--- src/rtl/multdiv_unit_if.sv ---
// Execute-stage handshake between pipeline control and the multicycle multiply/divide unit.
// Pipeline drives operands and one-cycle start pulses; the unit returns result, exception, ready pulse and busy.
interface multdiv_unit_if #(
  parameter int WIDTH = 32
);
  logic [WIDTH-1:0] data_operandA;
  logic [WIDTH-1:0] data_operandB;
  logic             ctrl_MULT;
  logic             ctrl_DIV;
  logic [WIDTH-1:0] data_result;
  logic             data_exception;
  logic             data_resultRDY;
  logic             busy;

  modport master (
    output data_operandA, data_operandB, ctrl_MULT, ctrl_DIV,
    input  data_result, data_exception, data_resultRDY, busy
  );

  modport slave (
    input  data_operandA, data_operandB, ctrl_MULT, ctrl_DIV,
    output data_result, data_exception, data_resultRDY, busy
  );
endinterface

--- src/rtl/multdiv_unit.sv ---
// Signed multicycle multiply (shift-add) / divide (restoring), one bit per cycle on magnitudes.
// Latency WIDTH+1 edges to the ready pulse (1 for divide-by-zero); starts while iterating are ignored.
module multdiv_unit #(
  parameter int WIDTH = 32
) (
  input  logic           clock,
  input  logic           reset,
  multdiv_unit_if.slave  mdu
);
  localparam int CNT_W = $clog2(WIDTH) + 1;

  typedef enum logic [1:0] {IDLE, MULT, DIV, DONE} state_t;

  state_t           state, state_nxt;
  logic [CNT_W-1:0] cnt;
  logic [WIDTH-1:0] acc, lo, mcand;
  logic             neg, is_div, div_zero;

  logic             start_ok, start_mul, start_div, last_iter;
  logic [WIDTH-1:0] a_mag, b_mag;
  logic [WIDTH:0]   mul_sum, rem_shift, div_diff;
  logic [2*WIDTH-1:0] prod, sprod;
  logic [WIDTH:0]   prod_hi;

  logic             busy_nxt, rdy_nxt, exc_nxt;
  logic [WIDTH-1:0] result_nxt;
  logic             busy_q, rdy_q, exc_q;
  logic [WIDTH-1:0] result_q;

  assign start_ok  = (state == IDLE) || (state == DONE);
  assign start_mul = start_ok && mdu.ctrl_MULT;
  assign start_div = start_ok && mdu.ctrl_DIV && !mdu.ctrl_MULT;
  assign last_iter = (cnt == CNT_W'(WIDTH - 1));

  assign a_mag = mdu.data_operandA[WIDTH-1] ? -mdu.data_operandA : mdu.data_operandA;
  assign b_mag = mdu.data_operandB[WIDTH-1] ? -mdu.data_operandB : mdu.data_operandB;

  assign mul_sum   = {1'b0, acc} + {1'b0, (lo[0] ? mcand : {WIDTH{1'b0}})};
  assign rem_shift = {acc, lo[WIDTH-1]};
  assign div_diff  = rem_shift - {1'b0, mcand};

  assign prod    = {acc, lo};
  assign sprod   = neg ? -prod : prod;
  assign prod_hi = sprod[2*WIDTH-1:WIDTH-1];

  always_ff @(posedge clock or negedge reset) begin
    if (!reset) state <= IDLE;
    else        state <= state_nxt;
  end

  always_comb begin
    state_nxt = state;
    case (state)
      IDLE, DONE: begin
        state_nxt = IDLE;
        if (start_mul)      state_nxt = MULT;
        else if (start_div) state_nxt = (mdu.data_operandB == '0) ? DONE : DIV;
      end
      MULT, DIV: if (last_iter) state_nxt = DONE;
      default:   state_nxt = IDLE;
    endcase
  end

  // Outputs are registered one cycle behind the state, so RDY follows the DONE cycle.
  always_comb begin
    busy_nxt   = (state == MULT) || (state == DIV);
    rdy_nxt    = (state == DONE);
    result_nxt = result_q;
    exc_nxt    = exc_q;
    if (state == DONE) begin
      if (!is_div) begin
        result_nxt = sprod[WIDTH-1:0];
        exc_nxt    = !((&prod_hi) || !(|prod_hi));
      end else if (div_zero) begin
        result_nxt = '0;
        exc_nxt    = 1'b1;
      end else begin
        result_nxt = neg ? -lo : lo;
        exc_nxt    = !neg && lo[WIDTH-1];
      end
    end
  end

  always_ff @(posedge clock or negedge reset) begin
    if (!reset) begin
      busy_q   <= 1'b0;
      rdy_q    <= 1'b0;
      exc_q    <= 1'b0;
      result_q <= '0;
    end else begin
      busy_q   <= busy_nxt;
      rdy_q    <= rdy_nxt;
      exc_q    <= exc_nxt;
      result_q <= result_nxt;
    end
  end

  // Datapath: acc holds product high half / partial remainder, lo holds multiplier / quotient.
  always_ff @(posedge clock or negedge reset) begin
    if (!reset) begin
      cnt      <= '0;
      acc      <= '0;
      lo       <= '0;
      mcand    <= '0;
      neg      <= 1'b0;
      is_div   <= 1'b0;
      div_zero <= 1'b0;
    end else if (start_mul || start_div) begin
      cnt      <= '0;
      acc      <= '0;
      lo       <= start_mul ? b_mag : a_mag;
      mcand    <= start_mul ? a_mag : b_mag;
      neg      <= mdu.data_operandA[WIDTH-1] ^ mdu.data_operandB[WIDTH-1];
      is_div   <= start_div;
      div_zero <= start_div && (mdu.data_operandB == '0);
    end else if (state == MULT) begin
      acc <= mul_sum[WIDTH:1];
      lo  <= {mul_sum[0], lo[WIDTH-1:1]};
      cnt <= cnt + 1'b1;
    end else if (state == DIV) begin
      if (!div_diff[WIDTH]) begin
        acc <= div_diff[WIDTH-1:0];
        lo  <= {lo[WIDTH-2:0], 1'b1};
      end else begin
        acc <= rem_shift[WIDTH-1:0];
        lo  <= {lo[WIDTH-2:0], 1'b0};
      end
      cnt <= cnt + 1'b1;
    end else if (state == DONE) begin
      cnt <= '0;
    end
  end

  assign mdu.busy           = busy_q;
  assign mdu.data_resultRDY = rdy_q;
  assign mdu.data_exception = exc_q;
  assign mdu.data_result    = result_q;
endmodule

--- src/flat_wrapper.sv ---
// flat-port wrapper written by rule: the top's interface ports become plain ports
module multdiv_unit_flat 
#(
  parameter int WIDTH = 32
)
  (clock, reset, mdu_data_operandA, mdu_data_operandB, mdu_ctrl_MULT, mdu_ctrl_DIV, mdu_data_result, mdu_data_exception, mdu_data_resultRDY, mdu_busy);
  multdiv_unit_if #(.WIDTH(WIDTH)) mdu_i ();
  input  logic clock;
  input  logic reset;
  input wire logic [$bits(mdu_i.data_operandA)-1:0] mdu_data_operandA;
  input wire logic [$bits(mdu_i.data_operandB)-1:0] mdu_data_operandB;
  input wire logic [$bits(mdu_i.ctrl_MULT)-1:0] mdu_ctrl_MULT;
  input wire logic [$bits(mdu_i.ctrl_DIV)-1:0] mdu_ctrl_DIV;
  output wire logic [$bits(mdu_i.data_result)-1:0] mdu_data_result;
  output wire logic [$bits(mdu_i.data_exception)-1:0] mdu_data_exception;
  output wire logic [$bits(mdu_i.data_resultRDY)-1:0] mdu_data_resultRDY;
  output wire logic [$bits(mdu_i.busy)-1:0] mdu_busy;
  assign mdu_i.data_operandA = mdu_data_operandA;
  assign mdu_i.data_operandB = mdu_data_operandB;
  assign mdu_i.ctrl_MULT = mdu_ctrl_MULT;
  assign mdu_i.ctrl_DIV = mdu_ctrl_DIV;
  assign mdu_data_result = mdu_i.data_result;
  assign mdu_data_exception = mdu_i.data_exception;
  assign mdu_data_resultRDY = mdu_i.data_resultRDY;
  assign mdu_busy = mdu_i.busy;
  multdiv_unit #(.WIDTH(WIDTH)) u_core (.clock(clock), .reset(reset), .mdu(mdu_i));
endmodule
--- config.mk ---
export PLATFORM = sky130hd
export DESIGN_NAME = multdiv_unit_flat
export DESIGN_NICKNAME = d
export VERILOG_FILES = /design/src/rtl/multdiv_unit_if.sv /design/src/rtl/multdiv_unit.sv /design/src/flat_wrapper.sv
export SDC_FILE = /design/constraint.sdc
export NUM_CORES = 1
export LEC_CHECK = 0
export BUFFER_PORTS_ARGS = -buffer_cell sky130_fd_sc_hd__buf_4
export CAP_MARGIN = 20
export CORE_MARGIN = 2
export CORE_UTILIZATION = 60
export CTS_CLUSTER_DIAMETER = 100
export CTS_CLUSTER_SIZE = 12
export DETAILED_ROUTE_END_ITERATION = 16
export PLACE_DENSITY = 0.81
export SYNTH_ARGS = -nofsm -noshare
export SYNTH_HDL_FRONTEND = slang
export SYNTH_SLANG_ARGS = --single-unit
export TNS_END_PERCENT = 30
--- constraint.sdc ---
create_clock -name clock -period 5.7 [get_ports clock]
set_clock_uncertainty 0.2 [all_clocks]
set_input_delay 0.855 -clock clock [delete_from_list [all_inputs] [get_ports clock]]
set_output_delay 0.855 -clock clock [all_outputs]
set_load 0.1 [all_outputs]
==> results of run 1 <==
cell usage after synthesis (6+ instances only):
cell	n
nand2b_1	17
a22oi_1	15
buf_1	9
mux2i_1	41
a211oi_1	12
or3_1	14
clkbuf_1	80
or4_1	28
dfrtp_1	142
a221oi_1	19
o21bai_1	7
a21o_1	29
ha_1	71
o2bb2ai_1	33
o22ai_1	44
xor2_1	75
inv_1	76
o211ai_1	7
and3_1	11
o31ai_1	39
nand2_1	129
nor2b_1	11
a31oi_1	11
mux2_2	6
nor4_1	13
nor3_1	28
or2_2	7
a21oi_1	128
o41ai_1	20
nor2_1	162
nand3_1	31
xnor2_1	91
o21a_1	9
a21boi_0	7
o21ai_0	130
o221ai_1	8
nand4_1	11
state kept, by name, summed over array words and instances, names as in the netlist, 2 cells and up:
| signal | count |
|---|---|
| u_core.mdu.data_result | 32 |
| u_core.cnt | 6 |
| u_core.state | 2 |
| u_core.mcand | 32 |
| u_core.acc | 32 |
| u_core.lo | 32 |
layout make-up:
class / count / share of cell area (%)
repair buffers: 120 / 6.12
multi-input cells: 1354 / 61.4
inverters: 79 / 2.00
flip-flops and latches: 142 / 24.0
clock buffers: 17 / 2.87
clock inverters: 15 / 1.27
well taps: 280 / 2.36
layout by cell type (no fill, tap or decap), types with 7 or more instances in the layout:
cell	instances
and3_1	11
or3_1	14
ha_1	70
inv_1	76
a31oi_1	11
nand2b_1	17
nand4_1	11
nor4_1	13
xnor2_1	90
o31ai_1	39
a22oi_1	15
a211oi_1	12
a21boi_0	7
dfrtp_1	141
o211ai_1	7
nand3_1	31
or2_2	7
buf_4	118
nand2_1	129
o22ai_1	44
o2bb2ai_1	33
clkbuf_16	17
or4_1	28
o21bai_1	7
o41ai_1	20
nor2b_1	11
o221ai_1	8
a21o_1	29
a21oi_1	128
nor2_1	160
mux2i_1	41
nor3_1	27
a221oi_1	19
o21ai_0	130
xor2_1	75
o21a_1	9
power groups by stage:
stage               Sequential, mW  Combinational (mW)  Clock, mW
global placement              2.11                7.12          0
detailed placement            2.13                7.27          0
CTS                           2.12                7.32       1.17
finish                        2.16                7.51       1.17
floorplan                     2.66                4.91          0
global route                  2.20                8.06       1.21
cell families after synthesis:
logic type / share of synthesized area [%]
muxes: 3.59
AOI/OAI and AO/OA: 28.6
DFF: 26.7
buffers and inverters: 5.15
adders and majority gates: 6.97
and+or+nand+nor: 18.2
xor gates and xnor gates: 10.9
metal layers:
layer | vias up | routed length [µm] | global-route usage [%]
met5 | - | 0 | 0
met2 | 954 | 19700 | 57.9
met4 | 0 | 2050 | 16.0
li1 | 6281 | - | -
met1 | 6573 | 17800 | 52.4
met3 | 164 | 5390 | 6.15
worst paths after layout:
| path | end | slack (ns) | startpoint | cells past startpoint |
|---|---|---|---|---|
| worst max-delay path | u_core.mdu.data_exception | 1.07 | u_core.acc[1] | 10 |
| worst min-delay path | u_core.cnt[3] | 0.28 | reset | 1 |
| worst max register to register | u_core.mdu.data_exception | 1.07 | u_core.acc[1] | 10 |
| worst min register to register | u_core.mdu.data_result[6] | 0.29 | u_core.mdu.data_result[6] | 1 |
| max in group asynchronous | u_core.acc[19] | 3.79 | reset | 2 |
| min in group clock | u_core.mdu.data_result[6] | 0.29 | u_core.mdu.data_result[6] | 1 |
critical path, delay by kind of cell (launching register included):
| family | cells | cell delay (ns) |
|---|---|---|
| flops | 1 | 0.48 |
| simple gates | 6 | 2.80 |
| compound gates | 3 | 0.69 |
| xor+xnor | 1 | 0.32 |
per-stage QoR:
stage / setup WS [ns] / instances / instance area (µm²) / util, %
after CTS: 1.15 / 2006 / 14800 / 67.9
after detailed placement: 0.951 / 1974 / 14200 / 65.1
after floorplan: 1.52 / 1671 / 13300 / -
after global routing: 0.879 / 2007 / 14800 / 68.0
final: 1.07 / 2007 / 14800 / 68.0
after global placement: 1.05 / 1974 / 14200 / 65.1
==> qor.yml, run 1 <==
outcome: "finished clean"
worstSkewPairLatency_ns: 0.45
finalCriticalPeriod_ns: 4.63
die_h_um: 153
io_pins: 103
postSynthCellCount: 1671
grt_pass1_wl_um: 70500
required_ns: 5.79
synth.yosys.seq_area_share_pct: 26.7
std_cell_rows: 54
drc: 0
slew_headroom_pct: 27.7
chipWidth_um: 153
hold_buffers: 0
cts_max_level: 4
grt_use_total_pct: 37.6
worstPathCellList: "or4_1, nor4_4, or4b_1, o31ai_1, xor2_1, nand3_1, or4_1, or4_1, o41ai_1, o311ai_1"
cts_tree: "done"
syn-cell-area_um2: 13300
nets: 1855
synth_top_flop_cell: "dfrtp_1"
power_density_nw_per_um2: 731
syn_area_per_cell_um2: 7.98
yosysTopAreaCell: "dfrtp_1"
multi_input_area_um2: 9110
fmax_ghz: 0.216
setup_tns_ns: 0
ys_async_sr_fraction_pct: 100
dr.pass1.iters: 6
numCtsBuffers: 17
finalMaxSlewViolations: 0
critical_path_class: "reg2reg"
crit_path_max_incr_delay_ns: 0.80
combPwrFrac_pct: 69.2
cts_setup_buffers: 0
grt_max_degree: 101
worst_path_most_repeated_cell: "or4_1"
crit_path_start_kind: "flop"
arrival_ns: 4.72
rsz0062_at_grt: "false"
maxCapViolations: 0
p_leak_nw: 6.37
p_seq_share_pct: 20.0
grt_pass1_vias: 12800
finalHoldViolCount: 0
viasPerCell: 6.96
synthDistinctLibCells: 80
ys_warn_count: 0
min_path_type: "in2async"
cpMaxStageDelayCell: "or4b_1"
nFillCells: 1869
power.internal_mw: 4.76
tightestPinTransition_ns: 1.08
vias: 14000
setup_viol_count_final: 0
area_delta_synth_final_pct: 11.3
n_antenna_cell: 0
drive_gt1_share_pct: 10.9
ys_seq_elements: 142
clockBufferDepth: 2
hold-worst-slack_ns: 0.278
synth_area_leaders: "dfrtp_1, ha_1, xnor2_1"
worst_setup_path_end_kind: "flop"
antenna_found_initial: 0
clk_pin_slew_ns: 0.09
p_clk_share_pct: 10.8
hpwlAfterDp_um: 33200
synth_top_area_share_pct: 26.7
crit_fanout: 14
synth-edff-count: 0
regArea_um2: 3550
drtIter0Drc: 1865
antenna_left: 0
drt-wirelength-per-cell_um: 22.4
grt-ovfl-total: 0
cts.sinks: 142
wl_um: 44900
core-area_um2: 21800
root_buffer: "clkbuf_16"
synth_nets: 1812
ctsResizeCount: 0
ir_worst_vdd_mv: 0.410
die-area_um2: 23400
start_util_pct: 61.1
gp_congestion: 1.01
io_buffer_count: 102
p_sw_mw: 6.08
swShare_pct: 56.1
power.total_mw: 10.8
finalCritPeriodShare_pct: 81.3
Note: power is estimated with default switching activity, not from simulation.
==> run 2: changes to the inputs <==
- ABC_AREA: default -> 1
- CORE_UTILIZATION: 60 -> 57
- PLACE_DENSITY: 0.81 -> 0.8
- clock period: 5.7 -> 3.7 ns (I/O delays scaled with it)
==> qor.yml, run 2 <==
chipWidth_um: 168
arrival_ns: 3.43
clk_pin_slew_ns: 0.07
antenna_left: 0
drc: 0
setup_viol_count_final: 0
synth_nets: 2676
io_pins: 103
synth-edff-count: 0
drtIter0Drc: 2552
numCtsBuffers: 17
final_area_um2: 17100
ys_async_sr_fraction_pct: 100
post-place-ws_ns: 0.512
hpwlAfterDp_um: 48000
cts.sinks: 142
synth.most_common_cell: "nand2_1"
ys_warn_count: 0
grt_pass1_vias: 16700
rr_endpoint: "u_core.lo[0]"
area_delta_synth_final_pct: 11.3
viasPerCell: 6.13
core-area_um2: 26700
syn_area_per_cell_um2: 6.05
clockBufferDepth: 2
synthDistinctLibCells: 58
finalMaxSlewViolations: 0
worstSkewPairLatency_ns: 0.46
grt-ovfl-total: 0
nFillCells: 2578
cts_setup_buffers: 0
start_util_pct: 57.4
r2r-start: "u_core.lo[31]"
dpl.cell_count: 2937
setup_tns_ns: 0
postSynthCellCount: 2535
outcome: "finished clean"
worst_setup_path_end_kind: "flop"
drive_gt1_share_pct: 9.28
final_cell_count_no_fill: 2969
yosysTopAreaCell: "dfrtp_1"
finalCritPeriodShare_pct: 89.8
synth_area_leaders: "dfrtp_1, nand2_1, inv_1"
fmax_ghz: 0.301
required_ns: 3.80
critical_path_class: "reg2reg"
n_antenna_cell: 0
synth_top_flop_cell: "dfrtp_1"
placed_area_um2: 16500
ys_seq_elements: 142
root_buffer: "clkbuf_16"
grt_pass1_wl_um: 93300
die_h_um: 168
r2r_slack_ns: 0.38
mostFrequentLayoutCells: "nand2_1, inv_1, nor2_1, nand3_1, o21ai_0"
synth_top_area_share_pct: 23.2
dr.pass1.iters: 8
hold_buffers: 0
std_cell_rows: 60
finalHoldViolCount: 0
wl_um: 61400
crit_fanout: 25
cts_tree: "done"
die-area_um2: 28300
io_buffer_count: 102
rsz0062_at_grt: "false"
fin_ws_ns: 0.377
cts_max_level: 4
grt_max_degree: 92
reg2regPathDepth: 16
maxCapViolations: 0
power_density_nw_per_um2: 1120
vias: 18200
slew_headroom_pct: 37.2
min_path_type: "in2async"
hold-worst-slack_ns: 0.00851
crit_path_start_kind: "flop"
ir_worst_vdd_mv: 0.725
tightestPinTransition_ns: 0.942
synth.yosys.seq_area_share_pct: 23.2
netlist_top_cells_count: "nand2_1, inv_1, nor2_1, nand3_1, o21ai_0"
p_leak_nw: 8.50
gp_congestion: 1.06
drt-wirelength-per-cell_um: 20.7
ctsResizeCount: 0
nets: 2756
grt_use_total_pct: 43.0
finalCriticalPeriod_ns: 3.32
layout_commonest_cell: "nand2_1"
antenna_found_initial: 0
syn-cell-area_um2: 15300
-- run 2: cells by family after synthesis --
kind of cell / share of synthesized area [%]
AND/OR/NAND/NOR: 36.9
AO/OA/AOI/OAI: 18.1
buffers and inverters: 10.5
flip-flops: 23.2
XOR/XNOR: 5.36
adder cells (fa/ha/maj): 6.05
-- run 2: worst max-delay path by stage --
| stage | from | endpoint | slack (ns) | cells after the start |
|---|---|---|---|---|
| after floorplan | u_core.lo[0] | u_core.acc[27] | 0.86 | 15 |
| after global placement | u_core.lo[31] | u_core.acc[26] | 0.59 | 14 |
| after detailed placement | u_core.lo[31] | u_core.acc[7] | 0.51 | 16 |
| after CTS | u_core.lo[31] | u_core.acc[14] | 0.47 | 16 |
| after global routing | u_core.lo[31] | u_core.acc[26] | 0.13 | 14 |
| final | u_core.lo[31] | u_core.lo[0] | 0.38 | 16 |
-- run 2: power by group --
group | leakage (nW) | internal, mW | switching [mW]
Sequential | 1.75 | 2.30 | 1.16
Combinational | 6.45 | 4.03 | 9.77
Clock | 0.295 | 0.923 | 0.900
Total | 8.50 | 7.25 | 11.8
-- run 2: area by class of cell --
| type | count | area [µm²] | share of cell area (%) |
|---|---|---|---|
| multi-input cells | 1981 | 10200 | 59.7 |
| flip-flops and latches | 142 | 3550 | 20.8 |
| inverters | 336 | 1260 | 7.39 |
| repair buffers | 137 | 1030 | 6.04 |
| well taps | 341 | 427 | 2.50 |
| clock buffers | 17 | 425 | 2.49 |
| clock inverters | 15 | 188 | 1.10 |
-- run 2: per-layer routing --
metal / vias to the layer above / global-route usage, % / wire length, µm
li1: 8431 / - / -
met1: 8255 / 58.0 / 24500
met2: 1278 / 64.2 / 25400
met3: 249 / 8.25 / 7200
met4: 0 / 25.9 / 4300
met5: - / 0 / 0
-- run 2: through the flow --
stage               total power [mW]  util, %
global route                    20.3     63.9
global placement                16.4     61.6
finish                          19.1     63.9
CTS                             18.5     63.9
floorplan                       12.7        -
detailed placement              16.6     61.6
-- run 2: worst max-delay path, stage by stage (launching register included) --
cell and delay [ns]:
dfrtp_1 0.50, inv_1 0.10, ha_1 0.24, fa_1 0.41, nand3b_1 0.18, nand2_1 0.14
a21oi_2 0.09, o21ai_2 0.21, nand2_2 0.09, nand2_2 0.11, nand2_2 0.08, nand2_2 0.09
nand2_2 0.06, nand2_4 0.25, nand2_2 0.19, o211ai_1 0.14, a21oi_1 0.09
